[src/rtl/ps2_key_decoder.sv]
// PS/2 keyboard receiver: conditions the raw PS/2 clock/data, frames 11-bit bytes and
// decodes make/break/extended scan codes into a held-key map with event strobes.
//
// state    | meaning
// S_IDLE   | waiting for a start bit (fall with data = 0)
// S_DATA   | shifting in 8 data bits, LSB first
// S_PARITY | sampling the odd-parity bit
// S_STOP   | sampling the stop bit, then decoding the byte
module ps2_key_decoder #(
    parameter int KEY_BITS       = 13,
    parameter int FILTER_LEN     = 8,
    parameter int TIMEOUT_CYCLES = 100000
) (
    input  logic                clk,
    input  logic                rst,
    input  logic                ps2_clk,
    input  logic                ps2_data,
    output logic [KEY_BITS-1:0] key_down,
    output logic [8:0]          last_change,
    output logic                been_ready,
    output logic                frame_err
);
    localparam logic [1:0] S_IDLE   = 2'd0;
    localparam logic [1:0] S_DATA   = 2'd1;
    localparam logic [1:0] S_PARITY = 2'd2;
    localparam logic [1:0] S_STOP   = 2'd3;

    localparam int FLT_W = $clog2(FILTER_LEN + 1);
    localparam int TMO_W = $clog2(TIMEOUT_CYCLES + 1);

    logic                ck_s1_q, ck_s2_q, dt_s1_q, dt_s2_q;
    logic                filt_q, filt_d;
    logic [FLT_W-1:0]    flt_cnt_q, flt_cnt_d;
    logic [1:0]          state_q, state_d;
    logic [2:0]          bit_cnt_q, bit_cnt_d;
    logic [7:0]          shift_q, shift_d;
    logic                par_ok_q, par_ok_d;
    logic [TMO_W-1:0]    tmo_q, tmo_d;
    logic                ext_q, ext_d, brk_q, brk_d;
    logic [KEY_BITS-1:0] key_down_q, key_down_d;
    logic [8:0]          last_change_q, last_change_d;
    logic                been_ready_q, been_ready_d;
    logic                frame_err_q, frame_err_d;
    logic                fall, timeout;
    logic [8:0]          idx;

    always_comb begin
        filt_d        = filt_q;
        flt_cnt_d     = flt_cnt_q;
        state_d       = state_q;
        bit_cnt_d     = bit_cnt_q;
        shift_d       = shift_q;
        par_ok_d      = par_ok_q;
        tmo_d         = tmo_q;
        ext_d         = ext_q;
        brk_d         = brk_q;
        key_down_d    = key_down_q;
        last_change_d = last_change_q;
        been_ready_d  = 1'b0;
        frame_err_d   = 1'b0;
        fall          = 1'b0;
        timeout       = 1'b0;
        idx           = {ext_q, shift_q};

        // Filter flips on the FILTER_LEN-th consecutive sample that disagrees with it.
        if (ck_s2_q == filt_q) begin
            flt_cnt_d = '0;
        end else if (flt_cnt_q == FLT_W'(FILTER_LEN - 1)) begin
            filt_d    = ~filt_q;
            flt_cnt_d = '0;
            fall      = filt_q;
        end else begin
            flt_cnt_d = flt_cnt_q + 1'b1;
        end

        if (fall || state_q == S_IDLE) begin
            tmo_d = '0;
        end else begin
            tmo_d   = tmo_q + 1'b1;
            timeout = (tmo_q == TMO_W'(TIMEOUT_CYCLES - 1));
        end

        if (timeout) begin
            state_d     = S_IDLE;
            tmo_d       = '0;
            frame_err_d = 1'b1;
            ext_d       = 1'b0;
            brk_d       = 1'b0;
        end else if (fall) begin
            case (state_q)
                S_IDLE: begin
                    if (!dt_s2_q) begin
                        state_d   = S_DATA;
                        bit_cnt_d = '0;
                    end else begin
                        frame_err_d = 1'b1;
                    end
                end
                S_DATA: begin
                    shift_d   = {dt_s2_q, shift_q[7:1]};
                    bit_cnt_d = bit_cnt_q + 1'b1;
                    if (bit_cnt_q == 3'd7) state_d = S_PARITY;
                end
                S_PARITY: begin
                    par_ok_d = ^{shift_q, dt_s2_q};
                    state_d  = S_STOP;
                end
                default: begin
                    state_d = S_IDLE;
                    if (!dt_s2_q || !par_ok_q) begin
                        frame_err_d = 1'b1;
                        ext_d       = 1'b0;
                        brk_d       = 1'b0;
                    end else if (shift_q == 8'hE0) begin
                        ext_d = 1'b1;
                    end else if (shift_q == 8'hF0) begin
                        brk_d = 1'b1;
                    end else begin
                        last_change_d = idx;
                        been_ready_d  = 1'b1;
                        for (int i = 0; i < KEY_BITS; i++) begin
                            if (idx == 9'(i)) key_down_d[i] = ~brk_q;
                        end
                        ext_d = 1'b0;
                        brk_d = 1'b0;
                    end
                end
            endcase
        end
    end

    always_ff @(posedge clk) begin
        if (rst) begin
            ck_s1_q       <= 1'b1;
            ck_s2_q       <= 1'b1;
            dt_s1_q       <= 1'b1;
            dt_s2_q       <= 1'b1;
            filt_q        <= 1'b1;
            flt_cnt_q     <= '0;
            state_q       <= S_IDLE;
            bit_cnt_q     <= '0;
            shift_q       <= '0;
            par_ok_q      <= 1'b0;
            tmo_q         <= '0;
            ext_q         <= 1'b0;
            brk_q         <= 1'b0;
            key_down_q    <= '0;
            last_change_q <= '0;
            been_ready_q  <= 1'b0;
            frame_err_q   <= 1'b0;
        end else begin
            ck_s1_q       <= ps2_clk;
            ck_s2_q       <= ck_s1_q;
            dt_s1_q       <= ps2_data;
            dt_s2_q       <= dt_s1_q;
            filt_q        <= filt_d;
            flt_cnt_q     <= flt_cnt_d;
            state_q       <= state_d;
            bit_cnt_q     <= bit_cnt_d;
            shift_q       <= shift_d;
            par_ok_q      <= par_ok_d;
            tmo_q         <= tmo_d;
            ext_q         <= ext_d;
            brk_q         <= brk_d;
            key_down_q    <= key_down_d;
            last_change_q <= last_change_d;
            been_ready_q  <= been_ready_d;
            frame_err_q   <= frame_err_d;
        end
    end

    assign key_down    = key_down_q;
    assign last_change = last_change_q;
    assign been_ready  = been_ready_q;
    assign frame_err   = frame_err_q;
endmodule

[config.mk]
export PLATFORM = sky130hd
export DESIGN_NAME = ps2_key_decoder
export DESIGN_NICKNAME = d
export VERILOG_FILES = /design/src/rtl/ps2_key_decoder.sv
export SDC_FILE = /design/constraint.sdc
export NUM_CORES = 1
export LEC_CHECK = 0
export ABC_AREA = 1
export CORE_AREA = 3 3 85 87
export CTS_CLUSTER_DIAMETER = 50
export DETAILED_ROUTE_END_ITERATION = 7
export DIE_AREA = 0 0 88 90
export GPL_TIMING_DRIVEN = 1
export PLACE_DENSITY = 0.69
export SETUP_SLACK_MARGIN = 0.5
export SYNTH_ARGS = -nofsm -noshare
export SYNTH_HDL_FRONTEND = slang
export SYNTH_SLANG_ARGS = --single-unit
[constraint.sdc]
create_clock -name clk -period 3.1 [get_ports clk]
set_input_delay 0.62 -clock clk [delete_from_list [all_inputs] [get_ports clk]]
set_output_delay 0.62 -clock clk [all_outputs]
set_load 0.1 [all_outputs]
-- Word-level counts from Yosys, hierarchy flattened
Index checks and enable logic that the tools add are counted.
- register bits after elaboration: 66
- bits in latches: 0
- RAM bits: 0
- ROM bits: 0
- input bits: 4
- output and inout bits: 24
- logic and storage cells: 120
- memories: 0
- add/subtract/negate cells: 3
- multipliers: 0
- div/mod/pow operators: 0
- $lt $le $gt $ge: 0
- equality and inequality tests: 24
- shifts and indexed selects: 0
- muxes and demuxes: 20
- bitwise gates (word level): 9
- reductions and logical operators: 35
- operator list (operator ; count):
    $reduce_and A7 Y1 ; 13
    $eq A9 B4 Y1 const B ; 5
    $eq A9 B3 Y1 const B ; 4
    $eq A9 B2 Y1 const B ; 2
    $add A17 B1 Y17 const B ; 1
    $eq A17 B17 Y1 const B ; 1
    $eq A8 B8 Y1 const B ; 2
    $reduce_and A3 Y1 ; 5
    $mux W1 ; 14
    $eq A9 B1 Y1 const B ; 1
    $logic_not A9 Y1 ; 1
    $not A1 Y1 ; 9
    $reduce_or A3 Y1 ; 3
    $reduce_xor A9 Y1 ; 1
    $reduce_or A8 Y1 ; 1
    $ne A2 B2 Y1 const B ; 3
    $pmux W2 S3 ; 1
    $pmux W3 S2 ; 1
    $reduce_and A6 Y1 ; 1
    $add A4 B1 Y4 const B ; 1
    $eq A4 B3 Y1 const B ; 1
    $mux W2 ; 2
    $reduce_and A4 Y1 ; 1
    $reduce_or A2 Y1 ; 2
    13 further kinds ; 15

-- Depth between registers and ports, before layout
Gate-level depths: netlist of the first run.
- depth after elaboration: 7
- depth in mapped cells: 12
- depth with buffers taken out: 11

-- Worst setup path before layout of the first run
Ideal clock, no wire load.
- kind: register to output
- start: register key_down_q[0] (netlist: key_down[0])
- end: output port key_down[0]
- arrival: 0.925 ns
- required time: 2.480 ns
- slack: 1.555 ns
- cell stages (with the launch flop): 1
- path buffers: 0
- cells stage by stage: dfxtp_1
- RTL lines (element ; line ; RTL):
    from (decl) ; 40 ; logic [KEY_BITS-1:0] key_down_q, key_down_d;
    from (signal assigned) ; 165 ; key_down_q <= key_down_d;
    to (decl) ; 18 ; output logic [KEY_BITS-1:0] key_down,
No word-level cell between the ends.

-- Final worst setup path of the first run
- start: register flt_cnt_q[0]
- end: register shift_q[7]
- word-level cells in the longest chain between the ends: 7
- RTL lines (element ; line ; RTL):
    from (decl) ; 33 ; logic [FLT_W-1:0] flt_cnt_q, flt_cnt_d;
    from (signal assigned) ; 157 ; flt_cnt_q <= flt_cnt_d;
    $eq A4 B3 Y1 * ; 68 ; end else if (flt_cnt_q == FLT_W'(FILTER_LEN - 1)) begin
    $mux W1 * ; 68 ;
    $mux W1 * ; 66 ; if (ck_s2_q == filt_q) begin
    $logic_or A1 B1 Y1 ; 76 ; if (fall || state_q == S_IDLE) begin
    $mux W1 ; 76 ;
    $not A1 Y1 (no source line) ; -- ;
    $reduce_and A3 Y1 (no source line) * ; -- ;
    to (signal assigned) ; 160 ; shift_q <= shift_d;
    to (decl) ; 36 ; logic [7:0] shift_q, shift_d;
Mark *: on every way between the ends. The rest lies on a longest branch, timed or not.
A chain may end at the register's enable or synchronous reset.

==> results_dict.tcl, run 1 <==
set metrics [dict create \
    min_period_ns 1.88 \
    ys_seq_area_frac 0.407 \
    cts_hold_buffers 0 \
    slowest_delay_ns 0.35 \
    grt_pass1_vias 2499 \
    cts_tree "done" \
    powerDensity_nw_per_um2 453 \
    crit_path_start_kind "register" \
    critPathKind "reg2reg" \
    cap_viol_max_count 0 \
    pre_cts_ws_ns 1.02 \
    synth_cell_types 30 \
    multi_input_area_um2 1660 \
    antenna_cells 0 \
    die_y_um 90 \
    slew_violations 0 \
    outcome "finished clean" \
    slowest_stage "dfxtp_1" \
    viasPerCell 5.15 \
    cts_sinks 66 \
    ioPinCount 28 \
    layout_common_cells "nand2_1 (103), nor2_1 (68), dfxtp_1 (66), nand3_1 (49), a21oi_1 (39)" \
    cp_data_required_time_ns 3.32 \
    register_area_um2 1320 \
    cp.arrival_ns 2.10 \
    crit_fanout 19 \
    track_usage 0.177 \
    grt_pass1_wl_mm 11.2 \
    fmaxAchievable_mhz 533 \
    tightestPinTransition_ns 0.415 \
    critPathTopFamily "simple AND/OR/NAND/NOR gates" \
    hp-class "reg2reg" \
    ys_ff_latch 66 \
    setup_tns_ns 0 \
    syn_to_final_growth_pct 13.5 \
    cts_made_buffers 9 \
    slew_headroom 0.723 \
    drt_iter0_drc 130 \
    crit_path_end_kind "register" \
    clock_skew_ns 0.00740 \
    die_area_um2 7920 \
    nNetsFinal 498 \
    ctsResizeCount 0 \
    dr_wl_met2_mm 2.85 \
    finalCritPeriodShare 0.606 \
    n_fill_cell 620 \
    hpwl_mm 4.56 \
    final_antenna_net_count 0 \
    p_leak_nw 1.44 \
    wl_met3_um 290 \
    met1_length_mm 3.30 \
    synth_fp_nets 475 \
    core_um2 6420 \
    rsz0062_at_grt "false" \
    mostFrequentLayoutCell "nand2_1" \
    clkSlewWorstSetupHoldPaths_ns 0.07 \
    grt_max_degree 36 \
    routed.top_layer "met4" \
    drive_above_1_share 0.141 \
    dp.cells 552 \
    die_x_um 88 \
    finish.cell_count_without_fillers 568 \
    route.vias.total 2924 \
    clk_latency_ns 0.34 \
    netlist_area_um2 3240 \
    cts_root_buf "clkbuf_8" \
    synthCells 463 \
    dr.pass1.iters 5 \
    syn_area_per_cell_um2 7.01 \
    antenna_found_initial 0 \
    row_count 29 \
    wl_per_cell_um 11.5 \
    setup_viol 0 \
    cts_setup_buffers 0 \
    gp_congestion 0.861 \
    start_util 0.505 \
    critical_path.cell_chain "ha_1 > nand2_1 > nor2_2 > nand3_2 > inv_2 > nand2_1 > o21ai_0 > a21oi_1" \
    path_buf_inv 1 \
    finalPower_mw 1.67 \
    worst_hold_slack_ns 0.409 \
    gr-total-overflow 0 \
    drc 0 \
    port_buffers 27 \
    ys_warn_count 0 \
    ir_drop_uv 354 \
    wl_mm 6.53 \
    crit_top_cell "nand2_1" \
    h-tree-depth 3 \
    hold_viol 0 \
    fin_ws_ns 1.22 \
    clock_path_buffers 2 \
]
[cell usage after synthesis, drive strengths merged]
master,count,area [um2]
nand2,106,405
nor2,75,318
dfxtp,66,1320
nand3,53,285
inv,42,158
a21oi,39,195
o21ai,22,110
buf,11,78.8
ha,8,100
xnor2,7,61.3
clkbuf,6,22.5
nand4,6,37.5
or2,6,37.5
xor2,6,52.6
nor3,5,25.0
nand3b,1,7.51
nor3b,1,7.51
nor4,1,6.26
o211ai,1,7.51
o21a,1,7.51
[power by group]
| part | switching (mW) | internal (mW) |
|---|---|---|
| logic | 0.0151 | 0.00870 |
| registers | 0.00233 | 0.850 |
| clock network | 0.321 | 0.472 |
[final cells by class]
class | count | share of cell area
clock inverters | 5 | 0.0211
flip-flops and latches | 66 | 0.359
repair buffers | 29 | 0.0611
clock buffers | 11 | 0.0384
multi-input cells | 338 | 0.452
inverters | 42 | 0.0428
well taps | 77 | 0.0262
[logic make-up (layout without fill, tap and decap cells)]
| group | after synthesis | in the layout | share of synthesized area |
|---|---|---|---|
| flip-flops | 66 | 66 | 0.407 |
| XOR/XNOR | 13 | 13 | 0.0351 |
| adder cells (fa/ha/maj) | 8 | 8 | 0.0309 |
| AO/OA/AOI/OAI | 63 | 63 | 0.0987 |
| buffers and inverters | 59 | 87 | 0.0798 |
| AND/OR/NAND/NOR | 254 | 254 | 0.348 |
[metal layers]
layer	GRT usage	vias to the layer above
li1	-	1540
met1	0.234	1320
met2	0.267	56
met3	0.0603	8
met4	0.0575	0
met5	0	-
[stage by stage]
| stage | utilization | instance area [um2] |
|---|---|---|
| 3_5_place_dp | 0.539 | 3460 |
| 4_1_cts | 0.574 | 3680 |
| 5_1_grt | 0.574 | 3680 |
| 3_3_place_gp | 0.539 | 3460 |
| 6_report | 0.574 | 3680 |
| 2_1_floorplan | - | 3240 |
[sequential cells by signal, summed over array words and instances (netlist names)]
signal,count
been_ready,1
bit_cnt_q,3
brk_q,1
ck_s1_q,1
ck_s2_q,1
dt_s1_q,1
dt_s2_q,1
ext_q,1
filt_q,1
flt_cnt_q,4
frame_err,1
key_down,13
last_change,9
par_ok_q,1
shift_q,8
state_q,2
tmo_q,17
[path summary, 6_finish.rpt]
| kind | startpoint | end | slack [ns] | depth (start not counted) |
|---|---|---|---|---|
| max reg2reg | flt_cnt_q[0]$_SDFF_PP0_ | shift_q[7]$_SDFFE_PP0P_ | 1.22 | 8 |
| min | dt_s1_q$_SDFF_PP1_ | dt_s2_q$_SDFF_PP1_ | 0.41 | 1 |
| min reg2reg | dt_s1_q$_SDFF_PP1_ | dt_s2_q$_SDFF_PP1_ | 0.41 | 1 |
| max | flt_cnt_q[0]$_SDFF_PP0_ | shift_q[7]$_SDFFE_PP0P_ | 1.22 | 8 |
No activity file was read; power rests on OpenSTA's default activity.
==> run 2, diff against run 1 <==
- PLACE_DENSITY: 0.69 -> 0.72
- clock period: 3.1 -> 1.5 ns (I/O delays scaled with it)
==> results_dict.tcl, run 2 (synthesis gave the netlist of run 1 again) <==
set metrics [dict create \
    register_area_um2 1380 \
    setup_viol 1 \
    cts_made_buffers 9 \
    hold_viol 0 \
    largest_reg_flops 17 \
    fin_ws_ns -0.0264 \
    worstHoldStart "rst" \
    row_count 29 \
    cp_data_required_time_ns 1.75 \
    n_fill_cell 379 \
    grt_pass1_wl_mm 14.7 \
    slew_violations 0 \
    start_util 0.505 \
    mostFrequentLayoutCell "nand2_1" \
    track_usage 0.230 \
    finalCritPeriodShare 1.02 \
    r2r_slack_ns -0.03 \
    fmaxAchievable_mhz 655 \
    antenna_cells 0 \
    worst_hold_slack_ns 0.410 \
    powerDensity_nw_per_um2 673 \
    gr-total-overflow 0 \
    rsz0062_at_grt "true" \
    slew_headroom 0.630 \
    placed_cell_area_um2 4230 \
    setup_tns_ns -0.0264 \
    violations "setup timing" \
    drc 0 \
    crit_fanout 5 \
    pre_cts_ws_ns -0.00930 \
    route.vias.total 3483 \
    nNetsFinal 549 \
    layout_common_cells "nand2_1 (98), nor2_1 (40), nand3_1 (40), dfxtp_2 (36), buf_4 (35)" \
    die_x_um 88 \
    grt_max_degree 15 \
    drt_iter0_drc 320 \
    h-tree-depth 3 \
    port_buffers 27 \
    cts_sinks 66 \
    cts_root_buf "clkbuf_8" \
    drive_above_1_share 0.447 \
    final_area_um2 5100 \
    clock_skew_ns 0.0135 \
    die_area_um2 7920 \
    gp_congestion 0.909 \
    clock_path_buffers 2 \
    critPathKind "reg2reg" \
    die_y_um 90 \
    core_um2 6420 \
    ir_drop_uv 543 \
    crit_path_start_kind "register" \
    wl_mm 9.54 \
    grt_pass1_vias 3159 \
    hp-class "in2reg" \
    p_leak_nw 1.88 \
    r2r_start "flt_cnt_q[1]$_SDFF_PP0_" \
    min_period_ns 1.53 \
    antenna_found_initial 0 \
    cp.arrival_ns 1.78 \
    hpwl_mm 5.22 \
    wl_per_cell_um 15.4 \
    tightestPinTransition_ns 0.551 \
    syn_to_final_growth_pct 57.1 \
    startpoint "flt_cnt_q[1]$_SDFF_PP0_" \
    finalPower_mw 3.43 \
    cap_viol_max_count 0 \
    clk_latency_ns 0.35 \
    multi_input_area_um2 2260 \
    regMostFlops "tmo_q" \
    outcome "finished, violations left" \
    clkSlewWorstSetupHoldPaths_ns 0.07 \
    ioPinCount 28 \
    cts_tree "done" \
    viasPerCell 5.64 \
    final_antenna_net_count 0 \
    cts_hold_buffers 0 \
    dr.pass1.iters 5 \
    crit_path_end_kind "register" \
]
-- run 2: changes by cell type in the layout (fill, tap and decap cells not counted), sizes merged --
| cell | before | now |
|---|---|---|
| buf | 26 | 69 |
| nor2 | 75 | 79 |
| clkbuf | 11 | 14 |
| nand3 | 53 | 55 |
| bufinv | 2 | 1 |
| clkdlybuf4s50 | 3 | 2 |
| clkinv | 2 | 1 |
| clkinvlp | 1 | 0 |
| dlymetal6s2s | 0 | 1 |
| inv | 42 | 43 |
-- run 2: report_power, final --
group          total [mW]  switching [mW]  internal [mW]
Combinational      0.0935          0.0521         0.0414
Clock                1.58           0.690          0.894
Sequential           1.75         0.00342           1.75
-- run 2: repair_timing --
action,in CTS,in global routing
pin swaps,11,14
setup buffers,15,8
setup endpoints to repair,90,90
gates resized for setup,30,63
cloned,6,3
-- run 2: per-stage QoR --
stage	instances	utilization
floorplan	463	-
global placement	571	0.659
detailed placement	571	0.659
CTS	607	0.741
global route	618	0.793
finish	618	0.793
-- run 2: final cells by class --
cell class / count / share of cell area
inverters: 42 / 0.0334
clock inverters: 2 / 0.00687
clock buffers: 13 / 0.0331
well taps: 77 / 0.0189
repair inverters: 1 / 0.00123
multi-input cells: 344 / 0.443
flip-flops and latches: 66 / 0.270
repair buffers: 73 / 0.193
-- run 2: worst paths after layout --
kind,to,cells past startpoint
setup / recovery,par_ok_q$_SDFFE_PP0P_,11
hold / removal,ck_s1_q$_SDFF_PP1_,3
setup reg to reg,par_ok_q$_SDFFE_PP0P_,11
hold reg to reg,dt_s2_q$_SDFF_PP1_,1
-- run 2: metal layers --
layer | up-vias | routed length [um] | global-route usage
met3 | 40 | 559 | 0.0393
li1 | 1661 | - | -
met5 | - | 0 | 0
met1 | 1654 | 3980 | 0.299
met2 | 128 | 4690 | 0.374
met4 | 0 | 313 | 0.0882
-- run 2: critical path, cell delays in order (launching register included) --
cell     delay, ns
dfxtp_2       0.35
ha_4          0.15
nand2_4       0.05
nor2_4        0.12
nand3_4       0.16
buf_4         0.19
inv_4         0.08
nand2_1       0.07
inv_1         0.09
nand3_1       0.08
nand2_1       0.07
inv_1         0.03
==> run 3, diff against run 2 <==
--- a/config.mk
+++ b/config.mk
@@ -11,5 +11,5 @@
 export DETAILED_ROUTE_END_ITERATION = 7
 export DIE_AREA = 0 0 88 90
-export GPL_TIMING_DRIVEN = 1
+export GPL_TIMING_DRIVEN = 0
 export PLACE_DENSITY = 0.72
 export SETUP_SLACK_MARGIN = 0.5
==> constraint.sdc (replaced) <==
create_clock -name clk -period 1.5 [get_ports clk]
set_input_delay 0.375 -clock clk [delete_from_list [all_inputs] [get_ports clk]]
set_output_delay 0.375 -clock clk [all_outputs]
set_load 0.1 [all_outputs]
==> results_dict.tcl, run 3 (synthesis gave the netlist of run 1 again) <==
set metrics [dict create \
    slew_headroom 0.557 \
    pwr-share-clk 0.459 \
    final_antenna_net_count 0 \
    die_area_um2 7920 \
    cp_data_required_time_ns 1.77 \
    ir_drop_uv 651 \
    worst_hold_slack_ns 0.423 \
    start_util 0.505 \
    viasPerCell 5.43 \
    fin_ws_ns -0.0318 \
    die_x_um 88 \
    finish.cell_count_without_fillers 607 \
    drt_iter0_drc 195 \
    p_sw_frac 0.227 \
    row_count 29 \
    tightestPinTransition_ns 0.665 \
    h-tree-depth 3 \
    internal-power_mw 2.54 \
    hp-class "reg2reg" \
    cts_tree "done" \
    cap_viol_max_count 0 \
    violations "setup timing" \
    dp.cells 567 \
    cp.arrival_ns 1.81 \
    slew_violations 0 \
    rsz0062_at_grt "true" \
    ioPinCount 28 \
    grt_pass1_wl_mm 14.2 \
    clock_path_buffers 2 \
    clk_latency_ns 0.34 \
    fmaxAchievable_mhz 653 \
    grt_max_degree 12 \
    crit_fanout 7 \
    p_seq_frac 0.521 \
    hold_viol 0 \
    layout_common_cells "nand2_1 (93), nor2_1 (35), nand3_1 (34), nor2_4 (28), dfxtp_4 (28)" \
    dr.pass1.iters 4 \
    worstHoldStart "ck_s1_q$_SDFF_PP1_" \
    r2r_end "state_q[1]$_SDFFE_PP0P_" \
    p_sw_mw 0.746 \
    track_usage 0.222 \
    largest_reg_flops 17 \
    grt_pass1_vias 2958 \
    min_period_ns 1.53 \
    wl_mm 9.31 \
    placed_cell_area_um2 4030 \
    core_um2 6420 \
    cts_sinks 66 \
    r2r_start "flt_cnt_q[0]$_SDFF_PP0_" \
    clock_skew_ns 0.00677 \
    critPathKind "reg2reg" \
    route.vias.total 3293 \
    port_buffers 27 \
    n_fill_cell 396 \
    crit_path_start_kind "register" \
    drc 0 \
    cts_root_buf "clkbuf_8" \
    crit_path_end_kind "register" \
    regMostFlops "tmo_q" \
    die_y_um 90 \
    drive_above_1_share 0.449 \
    gp_congestion 0.852 \
    hold_end "ck_s2_q$_SDFF_PP1_" \
    antenna_cells 0 \
    syn_to_final_growth_pct 57.1 \
    outcome "finished, violations left" \
    powerDensity_nw_per_um2 644 \
    hpwl_mm 5.29 \
    clkSlewWorstSetupHoldPaths_ns 0.07 \
    final_area_um2 5100 \
    gr-total-overflow 0 \
    mostFrequentLayoutCell "nand2_1" \
    r2r_cells 11 \
    finalCritPeriodShare 1.02 \
    wl_per_cell_um 15.3 \
    r2r_slack_ns -0.03 \
    comb_power_share 0.020 \
    hold_depth 1 \
    setup_viol 11 \
    p_leak_nw 1.83 \
    antenna_found_initial 0 \
    cts_made_buffers 9 \
    setup_tns_ns -0.204 \
    nNetsFinal 537 \
]
[run 3: area by class of cell]
class	instances	area [um2]	area share
plain buffers	17	188	0.0368
clock buffers	11	141	0.0277
clock inverters	5	51.3	0.0101
inverters	42	190	0.0373
multi-input cells	339	2240	0.439
flip-flops and latches	66	1440	0.283
well taps	77	96.3	0.0189
repair buffers	49	739	0.145
repair inverters	1	7.51	0.00147
[run 3: critical path, cell delays in order, from the launching register on]
cell and delay [ns]:
dfxtp_2 0.36, ha_4 0.14, nand2_4 0.05, nor2_4 0.14
nand3_4 0.17, inv_8 0.14, nand2_4 0.07, nor2_4 0.14
nand2_1 0.07, o21ai_1 0.07, inv_1 0.05, nor2_1 0.07
[run 3: metrics by stage]
step                total power [mW]  utilization  setup WS (ns)
finish                          3.28        0.793        -0.0318
global route                    3.38        0.793         -0.137
CTS                             3.30        0.724        -0.0103
detailed placement              1.81        0.627         -0.433
global placement                1.81        0.627         -0.444
floorplan                       1.79            -          0.119
[run 3: power groups by stage]
stage / clock, mW / sequential [mW] / combinational [mW]
3_3_place_gp: 0 / 1.76 / 0.0553
4_1_cts: 1.52 / 1.72 / 0.0596
5_1_grt: 1.60 / 1.71 / 0.0708
2_1_floorplan: 0 / 1.76 / 0.0345
6_report: 1.51 / 1.71 / 0.0643
3_5_place_dp: 0 / 1.76 / 0.0559
[run 3: how the worst max path moves through the flow]
| stage | start | end | depth (start not counted) |
|---|---|---|---|
| global route | flt_cnt_q[0]$_SDFF_PP0_ | key_down[10]$_SDFFE_PP0P_ | 8 |
| finish | flt_cnt_q[0]$_SDFF_PP0_ | state_q[1]$_SDFFE_PP0P_ | 11 |
| floorplan | flt_cnt_q[1]$_SDFF_PP0_ | shift_q[4]$_SDFFE_PP0P_ | 9 |
| global placement | rst | been_ready$_SDFF_PP0_ | 5 |
| detailed placement | rst | been_ready$_SDFF_PP0_ | 5 |
| CTS | flt_cnt_q[0]$_SDFF_PP0_ | key_down[2]$_SDFFE_PP0P_ | 9 |
[run 3: routing by layer]
layer	global-route usage	part of all wire
met1	0.322	0.45
met2	0.330	0.49
met3	0.0311	0.040
met4	0.0831	0.019
met5	0	0
[run 3: repair_timing]
action                     4_1_cts  5_1_grt
gates cloned                     3        4
setup buffers                    8        9
resized for setup              253       95
setup endpoints to repair       89       89
pin swaps                       11       31
hold buffers                     0        0
hold endpoints to repair         0        0
